===== config.mk =====
export PLATFORM = sky130hd
export DESIGN_NAME = fetch_sequencer
export DESIGN_NICKNAME = d
export VERILOG_FILES = /design/src/rtl/fetch_sequencer.sv
export SDC_FILE = /design/constraint.sdc
export NUM_CORES = 1
export LEC_CHECK = 0
export BUFFER_PORTS_ARGS = -buffer_cell sky130_fd_sc_hd__buf_4
export CAP_MARGIN = 5
export CORE_MARGIN = 1.5
export CORE_UTILIZATION = 56
export DETAILED_ROUTE_END_ITERATION = 8
export PLACE_DENSITY = 0.88
export SLEW_MARGIN = 25
export SYNTH_ARGS = -nofsm -noshare
export SYNTH_HDL_FRONTEND = slang
export SYNTH_SLANG_ARGS = --single-unit
export TNS_END_PERCENT = 30

===== constraint.sdc =====
create_clock -name clk -period 3.35 [get_ports clk]
set_input_delay 0.1675 -clock clk [delete_from_list [all_inputs] [get_ports clk]]
set_output_delay 0.1675 -clock clk [all_outputs]
set_load 0.02 [all_outputs]

===== src/rtl/fetch_sequencer.sv =====
// fetch_sequencer: loads a program from the UART byte stream into instruction
// memory, then gates PC/pipeline advance in continuous or single-step mode.
module fetch_sequencer #(
  parameter int          ADDR_W    = 8,
  parameter int          ADDR_STEP = 1,
  parameter logic [31:0] HALT_WORD = 32'hFFFFFFFF
) (
  input  logic              clk,
  input  logic              rst,
  input  logic [7:0]        i_rx_data,
  input  logic              i_rx_done,
  input  logic              i_halt,
  output logic              o_imem_we,
  output logic [ADDR_W-1:0] o_imem_addr,
  output logic [31:0]       o_imem_data,
  output logic              o_pipe_enable,
  output logic [2:0]        o_state,
  output logic              o_load_err,
  output logic              o_done
);

  localparam logic [2:0] IDLE      = 3'd0;
  localparam logic [2:0] LOAD      = 3'd1;
  localparam logic [2:0] WRITE     = 3'd2;
  localparam logic [2:0] WAIT_CMD  = 3'd3;
  localparam logic [2:0] RUN       = 3'd4;
  localparam logic [2:0] STEP_WAIT = 3'd5;
  localparam logic [2:0] STEP      = 3'd6;
  localparam logic [2:0] DONE      = 3'd7;

  localparam logic [7:0] CMD_L = 8'h4C;
  localparam logic [7:0] CMD_C = 8'h43;
  localparam logic [7:0] CMD_S = 8'h53;
  localparam logic [7:0] CMD_N = 8'h4E;
  localparam logic [7:0] CMD_R = 8'h52;

  localparam logic [ADDR_W:0] STEP_W = (ADDR_W+1)'(ADDR_STEP);

  logic [2:0]        state_q, state_d;
  logic [1:0]        cnt_q, cnt_d;
  logic [ADDR_W-1:0] addr_q, addr_d;
  logic [31:0]       word_q, word_d;
  logic              we_q, we_d;
  logic [ADDR_W-1:0] waddr_q, waddr_d;
  logic [31:0]       wdata_q, wdata_d;
  logic              pe_q, pe_d;
  logic              done_q, done_d;
  logic              err_q, err_d;

  logic [31:0]       shift_word;
  logic [ADDR_W:0]   addr_sum;
  logic              addr_last;

  // Byte shifted into the word register MSB first; carry bit of the next
  // address flags the last slot so the address itself never wraps.
  always_comb begin
    shift_word = {word_q[23:0], i_rx_data};
    addr_sum   = {1'b0, addr_q} + STEP_W;
    addr_last  = addr_sum[ADDR_W];
  end

  // Next-state and datapath update; memory write outputs are computed here so
  // they register together with the write enable.
  always_comb begin
    state_d = state_q;
    cnt_d   = cnt_q;
    addr_d  = addr_q;
    word_d  = word_q;
    err_d   = err_q;
    we_d    = 1'b0;
    waddr_d = '0;
    wdata_d = '0;

    case (state_q)
      IDLE: begin
        if (i_rx_done && i_rx_data == CMD_L) begin
          state_d = LOAD;
          addr_d  = '0;
          cnt_d   = '0;
          err_d   = 1'b0;
        end
      end
      LOAD: begin
        if (i_rx_done) begin
          word_d = shift_word;
          cnt_d  = cnt_q + 2'd1;
          if (cnt_q == 2'd3) begin
            state_d = WRITE;
            we_d    = 1'b1;
            waddr_d = addr_q;
            wdata_d = shift_word;
          end
        end
      end
      WRITE: begin
        // A byte landing in the write cycle starts the next word right away.
        if (i_rx_done) begin
          word_d = shift_word;
          cnt_d  = cnt_q + 2'd1;
        end
        if (word_q == HALT_WORD) begin
          state_d = WAIT_CMD;
        end else if (addr_last) begin
          state_d = WAIT_CMD;
          err_d   = 1'b1;
        end else begin
          state_d = LOAD;
          addr_d  = addr_sum[ADDR_W-1:0];
        end
      end
      WAIT_CMD: begin
        if (i_rx_done) begin
          if (i_rx_data == CMD_C) state_d = RUN;
          else if (i_rx_data == CMD_S) state_d = STEP_WAIT;
          else if (i_rx_data == CMD_L) begin
            state_d = LOAD;
            addr_d  = '0;
            cnt_d   = '0;
            err_d   = 1'b0;
          end
        end
      end
      RUN: begin
        if (i_halt) state_d = DONE;
      end
      STEP_WAIT: begin
        // Halt has priority; a coincident byte is dropped.
        if (i_halt) state_d = DONE;
        else if (i_rx_done && i_rx_data == CMD_N) state_d = STEP;
        else if (i_rx_done && i_rx_data == CMD_C) state_d = RUN;
      end
      STEP: begin
        if (i_halt) state_d = DONE;
        else        state_d = STEP_WAIT;
      end
      DONE: begin
        if (i_rx_done && i_rx_data == CMD_R) state_d = IDLE;
        else if (i_rx_done && i_rx_data == CMD_L) begin
          state_d = LOAD;
          addr_d  = '0;
          cnt_d   = '0;
          err_d   = 1'b0;
        end
      end
      default: state_d = IDLE;
    endcase

    // Status outputs follow the registered state in the same cycle.
    pe_d   = (state_d == RUN) || (state_d == STEP);
    done_d = (state_d == DONE);
  end

  // State and output registers; reset aborts any load or run immediately.
  always_ff @(posedge clk or posedge rst) begin
    if (rst) begin
      state_q <= IDLE;
      cnt_q   <= '0;
      addr_q  <= '0;
      word_q  <= '0;
      we_q    <= 1'b0;
      waddr_q <= '0;
      wdata_q <= '0;
      pe_q    <= 1'b0;
      done_q  <= 1'b0;
      err_q   <= 1'b0;
    end else begin
      state_q <= state_d;
      cnt_q   <= cnt_d;
      addr_q  <= addr_d;
      word_q  <= word_d;
      we_q    <= we_d;
      waddr_q <= waddr_d;
      wdata_q <= wdata_d;
      pe_q    <= pe_d;
      done_q  <= done_d;
      err_q   <= err_d;
    end
  end

  assign o_imem_we     = we_q;
  assign o_imem_addr   = waddr_q;
  assign o_imem_data   = wdata_q;
  assign o_pipe_enable = pe_q;
  assign o_state       = state_q;
  assign o_load_err    = err_q;
  assign o_done        = done_q;

endmodule


==> results of run 1 <==
==> flip-flops by register name, indices dropped and copies added (netlist names) <==
signal / cells
o_imem_data: 32
word_q: 32
addr_q: 8
o_imem_addr: 8
o_state: 3
cnt_q: 2
o_done: 1
o_imem_we: 1
o_load_err: 1
o_pipe_enable: 1
==> final cells by class <==
type	instances	area (um^2)	share of cell area, %
Sequential cell	89	2230	50.9
Multi-Input combinational cell	183	1370	31.2
Timing Repair Buffer	63	475	10.9
Clock buffer	10	128	2.92
Tap cell	77	96.3	2.20
Clock inverter	6	58.8	1.34
Inverter	5	21.3	0.486
==> cell usage in the layout (no fill, tap or decap), drive strengths merged, types with 2 or more instances in the layout <==
master  count
dfrtp      89
buf        62
and2       43
mux2       31
nand2      18
nand4      12
nor2       12
nand3      11
clkbuf     10
a21oi       5
a32o        5
inv         5
clkinv      5
nor2b       4
a31oi       4
mux2i       3
o211ai      3
o21ai       3
nor3b       3
nand2b      2
nand4b      2
ha          2
nor4        2
nor3        2
==> layer usage <==
layer | GRT usage [%] | part of all wire, % | up-vias
met5 | 0 | 0 | -
met4 | 7.90 | 1.3 | 0
li1 | - | - | 1133
met3 | 3.86 | 4.0 | 12
met1 | 28.4 | 42 | 1247
met2 | 34.9 | 52 | 70
==> power groups by stage <==
stage          clock network, mW  registers, mW  logic [mW]
2_1_floorplan                  0           1.55       0.584
3_3_place_gp                   0           1.59       0.745
3_5_place_dp                   0           1.61       0.779
4_1_cts                    0.715           1.59       0.788
5_1_grt                    0.763           1.63       0.850
6_report                   0.699           1.60       0.779
==> worst max-delay path, cell delays in order (launching register included) <==
cell and delay (ns):
dfrtp_1 0.57, nor3b_4 0.62, a31oi_1 0.18, a211oi_4 0.42, and2_4 0.27, a32o_1 0.19
==> worst paths after layout <==
check / from / to / slack, ns / depth (start not counted)
setup / recovery: o_state[2]$_DFF_PP0_ / addr_q[7]$_DFFE_PP0P_ / 1.04 / 5
hold / removal: i_rx_data[6] / o_imem_data[6]$_DFF_PP0_ / 0.06 / 2
setup reg to reg: o_state[2]$_DFF_PP0_ / addr_q[7]$_DFFE_PP0P_ / 1.04 / 5
hold reg to reg: word_q[29]$_DFFE_PP0P_ / word_q[29]$_DFFE_PP0P_ / 0.51 / 1
max in group asynchronous: rst / o_imem_data[14]$_DFF_PP0_ / 2.17 / 4
min in group asynchronous: rst / o_imem_data[7]$_DFF_PP0_ / 0.49 / 3
==> metrics by stage <==
step / setup slack, ns / utilization, %
floorplan: 0.876 / -
global placement: 1.19 / 65.8
detailed placement: 1.09 / 65.8
CTS: 1.06 / 68.7
global route: 0.866 / 68.9
finish: 1.04 / 68.9
==> repair_timing <==
| action | in CTS | in global routing |
|---|---|---|
| resized for setup | 0 | 0 |
| endpoints found under the hold margin | 0 | 37 |
| hold buffers | 0 | 1 |
==> cell families after synthesis <==
group	synth area share [%]
simple gates	19.8
flops	60.6
buf+inv	2.25
fa+ha+maj	0.681
xor+xnor	0.238
mux	10.3
compound gates	6.10
==> results.py, run 1 <==
metrics = {
    "power": {
        "switching_share_pct": 31.9,
        "pwr-share-clk_pct": 22.7,
        "power.total_mw": 3.08,
        "vdd_drop_max_mv": 0.519,
        "p_seq_share_pct": 51.9,
        "p_sw_uw": 982,
        "p_comb_share_pct": 25.3,
        "cellPowerDensity_nw_per_um2": 703,
        "power.internal_mw": 2.09,
        "leakagePower_nw": 2.10,
    },
    "layout": {
        "nets": 365,
        "stdcell_count": 433,
        "final_layout_size_suffix_gt1_share_pct": 33.4,
        "fillers": 460,
        "stdcell_area_um2": 4370,
        "antenna_cells": 0,
        "area_growth_pct": 19.0,
    },
    "synth": {
        "seq_area_frac_synth_pct": 60.6,
        "ys_ff_latch": 89,
        "ys_warn_count": 0,
        "synthCells": 289,
        "synth_top_area_share_pct": 60.6,
        "syn_avg_cell_area_um2": 12.7,
        "synth_async_sr_flop_share_pct": 100,
        "ys_top_cells_by_count": "dfrtp_1 (89), and2_1 (42), mux2_2 (31)",
        "synth_edf_count": 0,
        "yosysMostFrequentCell": "dfrtp_1",
        "synthesis.area_um2": 3670,
        "yosys.area.top_type": "dfrtp_1",
        "synth_fp_nets": 303,
        "ys_dominant_reg_cell": "dfrtp_1",
        "synth_area_leaders": "dfrtp_1 (61%), mux2_2 (9.5%), and2_1 (7.2%)",
        "yosysUniqueCellTypes": 45,
    },
    "sta": {
        "slew_headroom_pct": 55.0,
        "tns_ns": 0,
        "hold_viol_final": 0,
        "min_period_over_period_pct": 69.0,
        "rsz0062_at_grt": "false",
        "fmax_mhz": 432,
        "setup_viol": 0,
        "clock_skew_ns": 0.00636,
        "final_max_slew_viol_count": 0,
        "period_minus_slack_ns": 2.31,
        "tightest_slew_ns": 0.674,
        "hold_slack_ns": 0.0610,
    },
    "grt": {
        "grt_pass1_vias": 2471,
        "grt-ovfl-total": 0,
        "grt_pass1_wl_um": 11900,
        "grt_max_degree": 59,
        "grt_antenna_before_repair": 0,
        "grt_usage_pct": 21.2,
    },
    "die": {
        "ios": 59,
        "fp.dieW_um": 84.0,
        "initial_core_util_pct": 57.9,
        "coreArea_um2": 6350,
        "die_h_um": 84.0,
        "rows": 29,
        "dieArea_um2": 7050,
    },
    "route": {
        "via_count": 2462,
        "dr.pass1.iters": 4,
        "remaining_drc_errors": 0,
        "drt_iter0_markers": 176,
        "viasPerCell": 5.69,
        "routedWlPerCell_um": 16.2,
        "drt_wl_total_um": 7020,
        "drtAntennaViolNets": 0,
    },
    "placement": {
        "dpl.hpwl_um": 4850,
        "io_buffers": 58,
        "placed_cells": 416,
        "place_congestion": 0.856,
        "place_area_um2": 4180,
    },
    "cts": {
        "cts_setup_buffers": 0,
        "cts_inserted_buffers": 9,
        "cts.sinks": 89,
        "clkSlewWorstSetupHoldPaths_ns": 0.08,
        "clockBufferDepth": 2,
        "clock_tree.root_cell": "clkbuf_8",
        "worstSkewPairLatency_ns": 0.35,
        "tritoncts": "yes",
        "htreeDepth": 3,
    },
    "worst_setup_path": {
        "critPathMaxFanout": 16,
        "arrival_ns": 2.60,
        "critPathCaptureType": "flop",
        "worstSetupStartpointType": "flop",
        "worst_ep_required_time_ns": 3.63,
        "setup.worst_path.class": "reg -> reg",
    },
    "outcome": {
        "status": "finished, final reports clean",
    },
    "job": {
        "drv_cap": 0,
    },
    "min_path": {
        "hold_class": "in -> reg",
    },
}
Note: power is estimated with default switching activity, not from simulation.
==> inputs of run 2 (changes only) <==
--- a/config.mk
+++ b/config.mk
@@ -5,12 +5,13 @@
 export SDC_FILE = /design/constraint.sdc
 export NUM_CORES = 1
 export LEC_CHECK = 0
+export ABC_AREA = 1
 export BUFFER_PORTS_ARGS = -buffer_cell sky130_fd_sc_hd__buf_4
 export CAP_MARGIN = 5
 export CORE_MARGIN = 1.5
-export CORE_UTILIZATION = 56
+export CORE_UTILIZATION = 51
 export DETAILED_ROUTE_END_ITERATION = 8
-export PLACE_DENSITY = 0.88
+export PLACE_DENSITY = 0.85
 export SLEW_MARGIN = 25
 export SYNTH_ARGS = -nofsm -noshare
 export SYNTH_HDL_FRONTEND = slang
==> constraint.sdc (replaced) <==
create_clock -name clk -period 1.99 [get_ports clk]
set_input_delay 0.0995 -clock clk [delete_from_list [all_inputs] [get_ports clk]]
set_output_delay 0.0995 -clock clk [all_outputs]
set_load 0.02 [all_outputs]
==> results.py, run 2 <==
metrics = {
    "synth": {
        "synth_top_area_share_pct": 57.7,
        "ys_ff_latch": 89,
        "seq_area_frac_synth_pct": 57.7,
        "synth_area_leaders": "dfrtp_1 (58%), nand2_1 (13%), nor2_1 (7.1%)",
        "syn_avg_cell_area_um2": 8.32,
        "ys_dominant_reg_cell": "dfrtp_1",
        "ys_top_cells_by_count": "nand2_1 (133), dfrtp_1 (89), nor2_1 (73)",
        "synth_fp_nets": 478,
        "synth_edf_count": 0,
        "synthesis.area_um2": 3860,
        "synth_async_sr_flop_share_pct": 100,
        "yosys.area.top_type": "dfrtp_1",
        "synthCells": 464,
        "ys_warn_count": 0,
        "yosysUniqueCellTypes": 25,
        "yosysMostFrequentCell": "nand2_1",
    },
    "worst_setup_path": {
        "critPathMaxFanout": 15,
        "worst_ep_required_time_ns": 2.23,
        "worstSetupStartpointType": "input pin",
        "critPathCaptureType": "flop",
        "worst-path-buf-inv": 3,
        "arrival_ns": 1.97,
        "crit_path_top_delay_cell": "dlygate4sd3_1",
        "path_cells": "dlygate4sd3_1, buf_4, inv_1, nand2_1, nor2_2, nand3_1, nand2_1, nand2_1, nor2_4, nand2_4, nand2_1, o21ai_2",
        "cp_top_family": "simple AND/OR/NAND/NOR gates",
        "cp_common_cell": "nand2_1",
        "max_stage_delay_ns": 0.53,
        "setup.worst_path.class": "in -> reg",
    },
    "die": {
        "initial_core_util_pct": 53.0,
        "dieArea_um2": 8100,
        "coreArea_um2": 7290,
        "rows": 31,
        "fp.dieW_um": 90.0,
        "ios": 59,
        "die_h_um": 90.0,
    },
    "cts": {
        "htreeDepth": 3,
        "cts.sinks": 89,
        "worstSkewPairLatency_ns": 0.36,
        "tritoncts": "yes",
        "clockBufferDepth": 2,
        "cts_inserted_buffers": 9,
        "clock_tree.root_cell": "clkbuf_8",
        "clkSlewWorstSetupHoldPaths_ns": 0.08,
        "cts_setup_buffers": 0,
    },
    "layout": {
        "mostFrequentLayoutCell": "nand2_1",
        "seq_area_um2": 2230,
        "stdcell_count": 635,
        "multi_input_area_um2": 1340,
        "fillers": 648,
        "final_layout_size_suffix_gt1_share_pct": 18.5,
        "area_growth_pct": 20.4,
        "nets": 545,
        "antenna_cells": 0,
        "final_cell_mix": "nand2_1 (133), dfrtp_1 (89), nor2_1 (73)",
    },
    "route": {
        "viasPerCell": 4.99,
        "drt_iter0_markers": 197,
        "routedWlPerCell_um": 12.5,
        "remaining_drc_errors": 0,
        "drt_wl_total_um": 7940,
        "via_count": 3167,
        "dr.pass1.iters": 5,
        "drtAntennaViolNets": 0,
    },
    "outcome": {
        "status": "finished, final reports clean",
    },
    "sta": {
        "period_minus_slack_ns": 1.72,
        "min_period_over_period_pct": 86.6,
        "hold_viol_final": 0,
        "tns_ns": 0,
        "rsz0062_at_grt": "false",
        "setup_viol": 0,
        "fmax_mhz": 580,
        "slew_headroom_pct": 69.8,
        "final_max_slew_viol_count": 0,
        "clock_skew_ns": 0.0114,
        "tightest_slew_ns": 0.453,
    },
    "power": {
        "leakagePower_nw": 2.38,
        "vdd_drop_max_mv": 0.581,
        "cellPowerDensity_nw_per_um2": 1100,
    },
    "grt": {
        "grt_pass1_wl_um": 13700,
        "grt_antenna_before_repair": 0,
        "grt_max_degree": 90,
        "grt_usage_pct": 20.9,
        "grt-ovfl-total": 0,
        "grt_pass1_vias": 3141,
    },
    "placement": {
        "io_buffers": 58,
        "placed_cells": 614,
        "place_congestion": 0.903,
        "dpl.hpwl_um": 5650,
    },
    "job": {
        "drv_cap": 0,
    },
    "min_path": {
        "hold_class": "in -> reg",
    },
}
==> run 2: changes by cell type in the layout (fill, tap and decap cells not counted), sizes merged, moves of 5 or more <==
cell,change
nand2,+117
nand4,-6
mux2,-31
o21ai,+41
a32o,-5
inv,+59
and2,-43
nor2,+65
nand3,+14
==> run 2: worst reg2reg max path, cell delays in order, from the launching register on <==
cell	delay [ns]
dfrtp_1	0.50
inv_2	0.18
nand3_2	0.14
inv_2	0.18
nand3_1	0.10
nand2_1	0.10
inv_2	0.06
nand2_4	0.17
nand2_1	0.10
o21ai_2	0.06
==> run 2: final cells by class <==
| cell class | count | share of cell area (%) |
|---|---|---|
| Tap cell | 99 | 2.66 |
| Clock buffer | 11 | 2.83 |
| Timing Repair Buffer | 67 | 11.6 |
| Clock inverter | 5 | 0.861 |
| Inverter | 64 | 5.25 |
| Multi-Input combinational cell | 300 | 28.9 |
| Sequential cell | 89 | 47.9 |
==> run 2: cells by family after synthesis <==
| group | Yosys count | share of synthesized area [%] |
|---|---|---|
| flops | 89 | 57.7 |
| xor+xnor | 3 | 0.681 |
| fa+ha+maj | 2 | 0.648 |
| simple gates | 247 | 26.3 |
| compound gates | 48 | 7.03 |
| buf+inv | 75 | 7.68 |
==> run 2: where the power goes <==
part	internal [mW]	switching, mW	leakage, nW
Combinational	0.497	0.927	1.09
Clock	0.463	0.627	0.0879
Sequential	2.19	0.395	1.20
Total	3.15	1.95	2.38
==> run 2: worst paths after layout <==
check | from | to | slack, ns | cells past startpoint
min in group asynchronous | rst | word_q[25]$_DFFE_PP0P_ | 0.41 | 4
min reg2reg | cnt_q[1]$_DFFE_PP0P_ | cnt_q[1]$_DFFE_PP0P_ | 0.50 | 2
max in group asynchronous | rst | o_imem_addr[5]$_DFF_PP0_ | 1.22 | 4
min | i_rx_data[4] | o_imem_data[4]$_DFF_PP0_ | 0.04 | 3
max reg2reg | o_state[2]$_DFF_PP0_ | addr_q[4]$_DFFE_PP0P_ | 0.33 | 9
max | i_rx_data[7] | addr_q[4]$_DFFE_PP0P_ | 0.27 | 12
==> run 2: repair_timing <==
action / in CTS / in global routing
endpoints found under the hold margin: 93 / 0
resized for setup: 0 / 1
hold buffers: 5 / 0
setup endpoints to repair: 0 / 8
==> run 2: metal layers <==
metal | up-vias | part of all wire [%] | global-route usage, %
met2 | 126 | 49 | 34.2
met3 | 22 | 5.1 | 4.31
met4 | 0 | 2.5 | 9.79
li1 | 1556 | - | -
met1 | 1463 | 44 | 26.7
met5 | - | 0 | 0
==> run 2: metrics by stage <==
| stage | worst slack, ns | utilization [%] | hold WS (ns) | instance area, um^2 | total power [mW] |
|---|---|---|---|---|---|
| after global routing | 0.0714 | 63.8 | 0.0349 | 4650 | 5.46 |
| after CTS | 0.161 | 63.7 | 0.0316 | 4640 | 5.10 |
| after floorplan | 0.420 | - | 0.223 | 3860 | 3.56 |
| after detailed placement | 0.255 | 60.7 | 0.271 | 4420 | 4.00 |
| final | 0.266 | 63.8 | 0.0409 | 4650 | 5.10 |
| after global placement | 0.372 | 60.7 | 0.265 | 4420 | 3.91 |
